==> src/rtl/reg_scoreboard.sv <==
// Issue-stage register scoreboard: per-register pending-write counters, RAW/WAW/full stalls,
// retire checking and a drain handshake. Define SB_BYPASS_EN to let a same-cycle retire satisfy RAW.
module reg_scoreboard #(
  parameter int unsigned NUM_REGS     = 16,
  parameter int unsigned CNT_W        = 2,
  parameter int unsigned MAX_INFLIGHT = 4
) (
  input  logic                clk,
  input  logic                reset,
  input  logic                issue_valid,
  input  logic [4:0]          issue_rs,
  input  logic [4:0]          issue_rt,
  input  logic [4:0]          issue_rd,
  input  logic                issue_wen,
  output logic                issue_ready,
  output logic                enable_ab,
  input  logic                wb_valid,
  input  logic [4:0]          wb_rd,
  output logic                enable_c,
  input  logic                drain_req,
  output logic                drain_done,
  output logic [NUM_REGS-1:0] busy,
  output logic                err
);

  localparam int unsigned AW = 5;
  localparam int unsigned OW = $clog2(MAX_INFLIGHT + 1);
  localparam logic [AW:0]       NumRegsA = (AW + 1)'(NUM_REGS);
  localparam logic [CNT_W-1:0]  CntMax   = '1;
  localparam logic [CNT_W-1:0]  CntOne   = CNT_W'(1);
  localparam logic [OW-1:0]     OutMax   = OW'(MAX_INFLIGHT);
  localparam logic [OW-1:0]     OutOne   = OW'(1);

  localparam logic [1:0] StRun   = 2'd0;
  localparam logic [1:0] StDrain = 2'd1;
  localparam logic [1:0] StDone  = 2'd2;

  logic [NUM_REGS-1:0][CNT_W-1:0] pending_q, pending_d;
  logic [OW-1:0]                  outstanding_q, outstanding_d;
  logic [1:0]                     state_q, state_d;
  logic [NUM_REGS-1:0]            busy_q, busy_d;
  logic                           drain_done_q, err_q, err_d;

  logic [CNT_W-1:0] pend_rs, pend_rt, pend_rd, pend_wb;
  logic rs_ok, rt_ok, rd_ok, wb_ok;
  logic retire, byp_rs, byp_rt, raw, waw, full, bad, inc;

  // Out-of-range addresses read a zero count; they are caught by the legality checks instead.
  always_comb begin
    pend_rs = '0;
    pend_rt = '0;
    pend_rd = '0;
    pend_wb = '0;
    for (int unsigned i = 0; i < NUM_REGS; i++) begin
      if (issue_rs == AW'(i)) pend_rs = pending_q[i];
      if (issue_rt == AW'(i)) pend_rt = pending_q[i];
      if (issue_rd == AW'(i)) pend_rd = pending_q[i];
      if (wb_rd == AW'(i))    pend_wb = pending_q[i];
    end
  end

  assign rs_ok  = {1'b0, issue_rs} < NumRegsA;
  assign rt_ok  = {1'b0, issue_rt} < NumRegsA;
  assign rd_ok  = {1'b0, issue_rd} < NumRegsA;
  assign wb_ok  = {1'b0, wb_rd} < NumRegsA;
  assign retire = wb_valid & wb_ok & (pend_wb != '0);

`ifdef SB_BYPASS_EN
  // Regfile writes on negedge, so a source whose last write retires now reads fresh data.
  assign byp_rs = retire & (wb_rd == issue_rs) & (pend_rs == CntOne);
  assign byp_rt = retire & (wb_rd == issue_rt) & (pend_rt == CntOne);
`else
  assign byp_rs = 1'b0;
  assign byp_rt = 1'b0;
`endif

  assign raw  = ((pend_rs != '0) & ~byp_rs) | ((pend_rt != '0) & ~byp_rt);
  assign waw  = issue_wen & (pend_rd == CntMax);
  assign full = issue_wen & (outstanding_q == OutMax);
  assign bad  = ~rs_ok | ~rt_ok | (issue_wen & ~rd_ok);

  assign issue_ready = (state_q == StRun) & ~raw & ~waw & ~full & ~bad;
  assign enable_ab   = issue_valid & issue_ready;
  assign enable_c    = retire;
  assign inc         = enable_ab & issue_wen;

  always_comb begin
    pending_d = pending_q;
    busy_d    = '0;
    for (int unsigned i = 0; i < NUM_REGS; i++) begin
      if (inc && (issue_rd == AW'(i))) pending_d[i] = pending_d[i] + CntOne;
      if (retire && (wb_rd == AW'(i))) pending_d[i] = pending_d[i] - CntOne;
      busy_d[i] = (pending_d[i] != '0);
    end

    case ({inc, retire})
      2'b10:   outstanding_d = outstanding_q + OutOne;
      2'b01:   outstanding_d = outstanding_q - OutOne;
      default: outstanding_d = outstanding_q;
    endcase

    err_d = err_q | (issue_valid & bad) | (wb_valid & ~retire);

    state_d = state_q;
    case (state_q)
      StRun: begin
        if (drain_req) state_d = StDrain;
      end
      StDrain: begin
        if (!drain_req)                state_d = StRun;
        else if (outstanding_d == '0)  state_d = StDone;
      end
      StDone: begin
        if (!drain_req) state_d = StRun;
      end
      default: state_d = StRun;
    endcase
  end

  always_ff @(posedge clk) begin
    if (reset) begin
      pending_q     <= '0;
      outstanding_q <= '0;
      state_q       <= StRun;
      busy_q        <= '0;
      drain_done_q  <= 1'b0;
      err_q         <= 1'b0;
    end else begin
      pending_q     <= pending_d;
      outstanding_q <= outstanding_d;
      state_q       <= state_d;
      busy_q        <= busy_d;
      drain_done_q  <= (state_d == StDone);
      err_q         <= err_d;
    end
  end

  assign busy       = busy_q;
  assign drain_done = drain_done_q;
  assign err        = err_q;

endmodule
==> config.mk <==
export PLATFORM = sky130hd
export DESIGN_NAME = reg_scoreboard
export DESIGN_NICKNAME = d
export VERILOG_FILES = /design/src/rtl/reg_scoreboard.sv
export SDC_FILE = /design/constraint.sdc
export NUM_CORES = 1
export LEC_CHECK = 0
export BUFFER_PORTS_ARGS = -buffer_cell sky130_fd_sc_hd__buf_2
export CORE_MARGIN = 2
export CORE_UTILIZATION = 50
export DETAILED_ROUTE_END_ITERATION = 8
export GPL_ROUTABILITY_DRIVEN = 1
export GPL_TIMING_DRIVEN = 0
export PLACE_DENSITY = 0.7
export SLEW_MARGIN = 20
export SYNTH_ARGS = -nofsm -noshare
export SYNTH_HDL_FRONTEND = slang
export SYNTH_SLANG_ARGS = --single-unit
==> constraint.sdc <==
create_clock -name clk -period 5.8 [get_ports clk]
set_input_delay 1.16 -clock clk [delete_from_list [all_inputs] [get_ports clk]]
set_output_delay 1.16 -clock clk [all_outputs]
set_load 0.05 [all_outputs]
* After elaboration in Yosys (flattened, before gate mapping)
Cells that the tools add are included. Widths: inputs -> output; s select.
Word-level totals: logic and storage cells 311, register bits after elaboration 55, output and inout port bits 21, input port bits 26
Cells by class: mux-type cells 102, bitwise gates (word level) 26, $add $sub $neg 34, order comparisons 4, reduce and logical (&&, ||, !) cells 57, equality and inequality tests 67
Operators by type and width (count):
- $mux 2 | 100
- $eq 5x4->1 const B | 32
- $eq 5x3->1 const B | 16
- $eq 5x2->1 const B | 8
- $reduce_bool 2->1 | 19
- $add 2x1->2 const B | 16
- $logic_and 1x1->1 | 32
- $sub 2x1->2 const B | 16
- $eq 5x1->1 const B | 4
- $logic_not 5->1 | 4
- $lt 5x5->1 const B | 4
- $and 1x1->1 | 13
- $eq 2x2->1 const B | 4
- $not 1->1 | 8
- $pmux 2 s3 | 1
- $pmux 3 s2 | 1
- $or 1x1->1 | 5
- $eq 2x1->1 const B | 2
- $add 3x1->3 const B | 1
- $eq 3x3->1 const B | 1
- $logic_not 3->1 | 1
- $sub 3x1->3 const B | 1
- $logic_not 2->1 | 1

* Depth between registers and ports, before layout
depth after elaboration 33, mapped depth 19, depth with buffers taken out 16

* Worst setup path before layout
OpenSTA, ideal clock, no wires.
path type input-to-reg, start input port issue_rt[0], end register drain_done_q (netlist: drain_done), arrival 4.879 ns, data required time 5.675 ns, setup time 0.125 ns, stages on the path 17, buffers on the path 2, setup slack 0.796 ns, path through buf_6 -> mux4_2 -> nor2b_1 -> o21ai_1 -> a31oi_1 -> a2111oi_4 -> o211ai_1 -> buf_2 -> nor2_1 -> nand2_1 -> ha_1 -> inv_1 -> fa_1 -> nor2b_1 -> a22o_1 -> a31oi_1 -> a211oi_1
Between the ends: cells in the longest elaborated chain, start to end 33, elaborated cells on any way between the ends 54, those cells by class 1 x order compare; 18 x eq/ne; 20 x mux; 12 x bitwise; 3 x reduce/logical
Ends and longest elaborated chain:
- from (decl) | RTL line 12 | input logic [4:0] issue_rt,
- $logic_not 5->1 | RTL line 56 | if (issue_rt == AW'(i)) pend_rt = pending_q[i];
- $mux 2 (16 in series) | RTL line 56
- $reduce_bool 2->1 | RTL line 77 | assign raw = ((pend_rs != '0) & ~byp_rs) | ((pend_rt != '0) & ~byp_rt);
- $or 1x1->1 | RTL line 77
- $not 1->1 | RTL line 82 | assign issue_ready = (state_q == StRun) & ~raw & ~waw & ~full & ~bad;
- $and 1x1->1 (3 in series) | RTL line 82
- $and 1x1->1 (*) | RTL line 82
- $and 1x1->1 (*) | RTL line 83 | assign enable_ab = issue_valid & issue_ready;
- named net enable_ab | RTL line 16 | output logic enable_ab,
- $and 1x1->1 (*) | RTL line 85 | assign inc = enable_ab & issue_wen;
- $eq 2x1->1 / $eq 2x2->1 (equally long branches) | RTL line 96 | case ({inc, retire})
- $pmux 3 s2 (*) | RTL line 96
- $logic_not 3->1 (*) | RTL line 111 | else if (outstanding_d == '0) state_d = StDone;
- $mux 2 (*) | RTL line 111
- $mux 2 (*) | RTL line 110 | if (!drain_req) state_d = StRun;
- $pmux 2 s3 (*) | RTL line 105 | case (state_q)
- $eq 2x2->1 (*) | RTL line 133 | drain_done_q <= (state_d == StDone);
- to (signal assigned) | RTL line 133
- to (decl) | RTL line 42 | logic drain_done_q, err_q, err_d;
The timed path passes the listed nets; every way through them passes the cells marked *. A chain may end at the register's enable or synchronous reset.

* Final worst setup path
start input port wb_rd[3], end output port enable_c
Between the ends: cells in the longest elaborated chain, start to end 19, elaborated cells on any way between the ends 36, those cells by class 1 x order compare; 15 x eq/ne; 16 x mux; 2 x bitwise; 2 x reduce/logical
Ends and longest elaborated chain:
- from (decl) | RTL line 18 | input logic [4:0] wb_rd,
- $logic_not 5->1 | RTL line 58 | if (wb_rd == AW'(i)) pend_wb = pending_q[i];
- $mux 2 (16 in series) | RTL line 58
- $reduce_bool 2->1 | RTL line 66 | assign retire = wb_valid & wb_ok & (pend_wb != '0);
- $and 1x1->1 (*) | RTL line 66
- to (decl) | RTL line 19 | output logic enable_c,
Every way passes the cells marked *; elsewhere a longest branch is shown, timed or not.

==> flow_summary.ini <==
[clocking]
cts_buffer_depth = 2
hold_buffers = 0
insertion_delay_ns = 0.32
cts_root_buf = clkbuf_8
cts_tree = yes
cts_setup_buffers = 0
post_cts_resized = 0
tritoncts_num_sinks = 55
htreeDepth = 2
path_clk_slew_ns = 0.10
cts-buffers-inserted = 5

[timing]
hold_violations = 0
setup_violations = 0
slew_headroom = 0.484
rsz0062_at_grt = no
hold_ws_ns = 0.500
setup_slack_ns = 0.764
tightestPinTransition_ns = 0.767
clock.fmax_mhz = 199
fin_worst_skew_ns = 0.00518
fin_setup_tns_ns = 0
final-max-slew-violation-count = 0
final_min_period_over_clock_period = 0.868
finalCriticalPeriod_ns = 5.04

[setup_path]
critPathArrivalTime_ns = 3.88
path_depth = 9
critPathRequiredTime_ns = 4.64
critPathKind = in2out
cpMostUsedCell = clkbuf_1
crit_path_end_kind = output port
cp_max_fo = 10
cp_num_buf_inv = 4
critPathTopFamily = buffers and inverters
timing.critical_path.slowest_cell_delay_ns = 0.61
worst_path_max_delay_cell = a32oi_1
r2r_cells = 17
crit_path_cell_trace = clkbuf_1, nand2_1, or2_2, nor2_1, a21oi_1, a32oi_1, clkbuf_1, inv_1, buf_2
start_kind = input port

[drt]
wl_per_cell_um = 22.0
ant_nets = 0
num_vias = 4713
drt-pass1-iter-count = 6
drt_iter0_markers = 568
viasPerCell = 6.55
drt_wl_total_um = 15800
post-route-drc-count = 0

[job]
max-cap-violations = 0

[outcome]
status = complete, no violations

[global_routing]
grt_usage = 0.330
use_met3 = 0.0683
busiest_layer = met2
grt-ovfl-total = 0
use_met1 = 0.444
antenna_found_initial = 0
grt_pass1_vias = 4398
grt_pass1_wl_um = 24400
grt_start_max_net_pins = 17
grt.met2_usage = 0.523

[placed_design]
place_area_um2 = 4720
pre_cts_ws_ns = 0.764
gp_congestion = 0.978
io_buffers = 39
dp_hpwl_um = 12000
post-place-cells = 712

[min_path]
hold_class = reg2reg
hold_depth = 2

[synthesis]
syn-cell-area_um2 = 4390
seq_area_frac_synth = 0.251
synth_commonest_cells = 74 x nor2_1, 55 x dfxtp_1, 45 x nand2_1
ys_top_cells_by_area = dfxtp_1 25%, nor2_1 6.3%, a211oi_1 4.3%
ys_warn_count = 0
synth_cell_types = 75
syn-num-nets = 593
synth_edf_count = 0
async_flop_share = 0
yosysTopAreaCellShare = 0.251
synth_area_leader_cell = dfxtp_1
synth_cells = 565
ys_seq_elements = 55
yosysMostFrequentCell = nor2_1
synth_ff_type = dfxtp_1
avgSynthCellArea_um2 = 7.77

[die]
dieArea_um2 = 9550
rows = 34
dieHeight_um = 97.7
dieWidth_um = 97.7
fp.coreArea_um2 = 8640
start_util = 0.509
io_pins = 47

[finish]
finalCoreUtilization = 0.558
drive_above_1_share = 0.134
fillCellCount = 848
final_area_um2 = 4820
num_antenna_cells = 0
nNetsFinal = 639
post_layout_nonfiller_instances = 720
area_delta_synth_final_pct = 9.69

[power]
pwr-share-comb = 0.194
total_power_mw = 0.766
p_seq_frac = 0.502
ir_drop_mv = 0.0935
power_leakage_nw = 1.66
swShare = 0.314
powerDensity_nw_per_um2 = 159
pwr-share-clk = 0.305
intPower_mw = 0.526
switchingPower_mw = 0.240
-- worst paths after layout --
| check | from | slack, ns | end |
|---|---|---|---|
| max | wb_rd[3] | 0.76 | enable_c |
| min | err$_SDFF_PP0_ | 0.50 | err$_SDFF_PP0_ |
| max reg2reg | pending_q[23]$_SDFF_PP0_ | 1.50 | drain_done$_SDFF_PP0_ |
| min reg2reg | err$_SDFF_PP0_ | 0.50 | err$_SDFF_PP0_ |
-- worst reg2reg max path, cell delays in order, from the launching register on --
cell	delay (ns)
dfxtp_1	0.62
nor2_1	0.25
a2111o_1	0.46
o221ai_1	0.11
a31oi_1	0.12
o211a_1	0.15
o211ai_1	0.48
buf_2	0.39
nor2_1	0.12
nand2_1	0.09
ha_1	0.18
inv_1	0.06
fa_1	0.37
xor2_1	0.15
nor2_1	0.12
xnor2_1	0.18
a31oi_1	0.15
a211oi_1	0.22
-- cell type report --
cell class / instances / area, um^2 / area share
Buffer: 42 / 180 / 0.0374
Clock buffer: 7 / 86.3 / 0.0179
Clock inverter: 1 / 8.76 / 0.00182
Inverter: 20 / 75.1 / 0.0156
Multi-Input combinational cell: 448 / 3040 / 0.630
Sequential cell: 55 / 1100 / 0.229
Tap cell: 108 / 135 / 0.0281
Timing Repair Buffer: 39 / 195 / 0.0405
-- registers in the layout, summed over array words and instances, names as in the netlist --
| register | count |
|---|---|
| pending_q | 32 |
| busy | 16 |
| outstanding_q | 3 |
| state_q | 2 |
| drain_done | 1 |
| err | 1 |
-- power groups by stage --
stage	Sequential, mW	Combinational (mW)	Clock (mW)
detailed placement	0.393	0.144	0
CTS	0.384	0.145	0.240
global placement	0.393	0.143	0
global route	0.385	0.160	0.253
finish	0.384	0.148	0.234
floorplan	0.396	0.0955	0
-- routing by layer --
metal  vias up  routed length [um]  share of wire
met5         -                   0              0
met4         0                 579          0.037
met3        57                1460          0.092
met2       257                7140           0.45
met1      2201                6650           0.42
li1       2198                   -              -
-- layout by cell type (no fill, tap or decap), drive strengths merged, types with 20 or more instances in the layout --
cell / count
inv: 20
nand2: 45
a211oi: 25
o21ai: 23
buf: 49
clkbuf: 39
a21oi: 23
dfxtp: 55
nor2: 74
nor3: 35
-- cell families after synthesis --
| logic type | Yosys count | synth area share |
|---|---|---|
| DFF | 55 | 0.251 |
| adders and majority gates | 2 | 0.00741 |
| AOI/OAI and AO/OA | 150 | 0.243 |
| buffers and inverters | 62 | 0.0581 |
| and+or+nand+nor | 260 | 0.325 |
| xor gates and xnor gates | 18 | 0.0712 |
| muxes | 18 | 0.0450 |
Power figures use the tool's default switching activity.
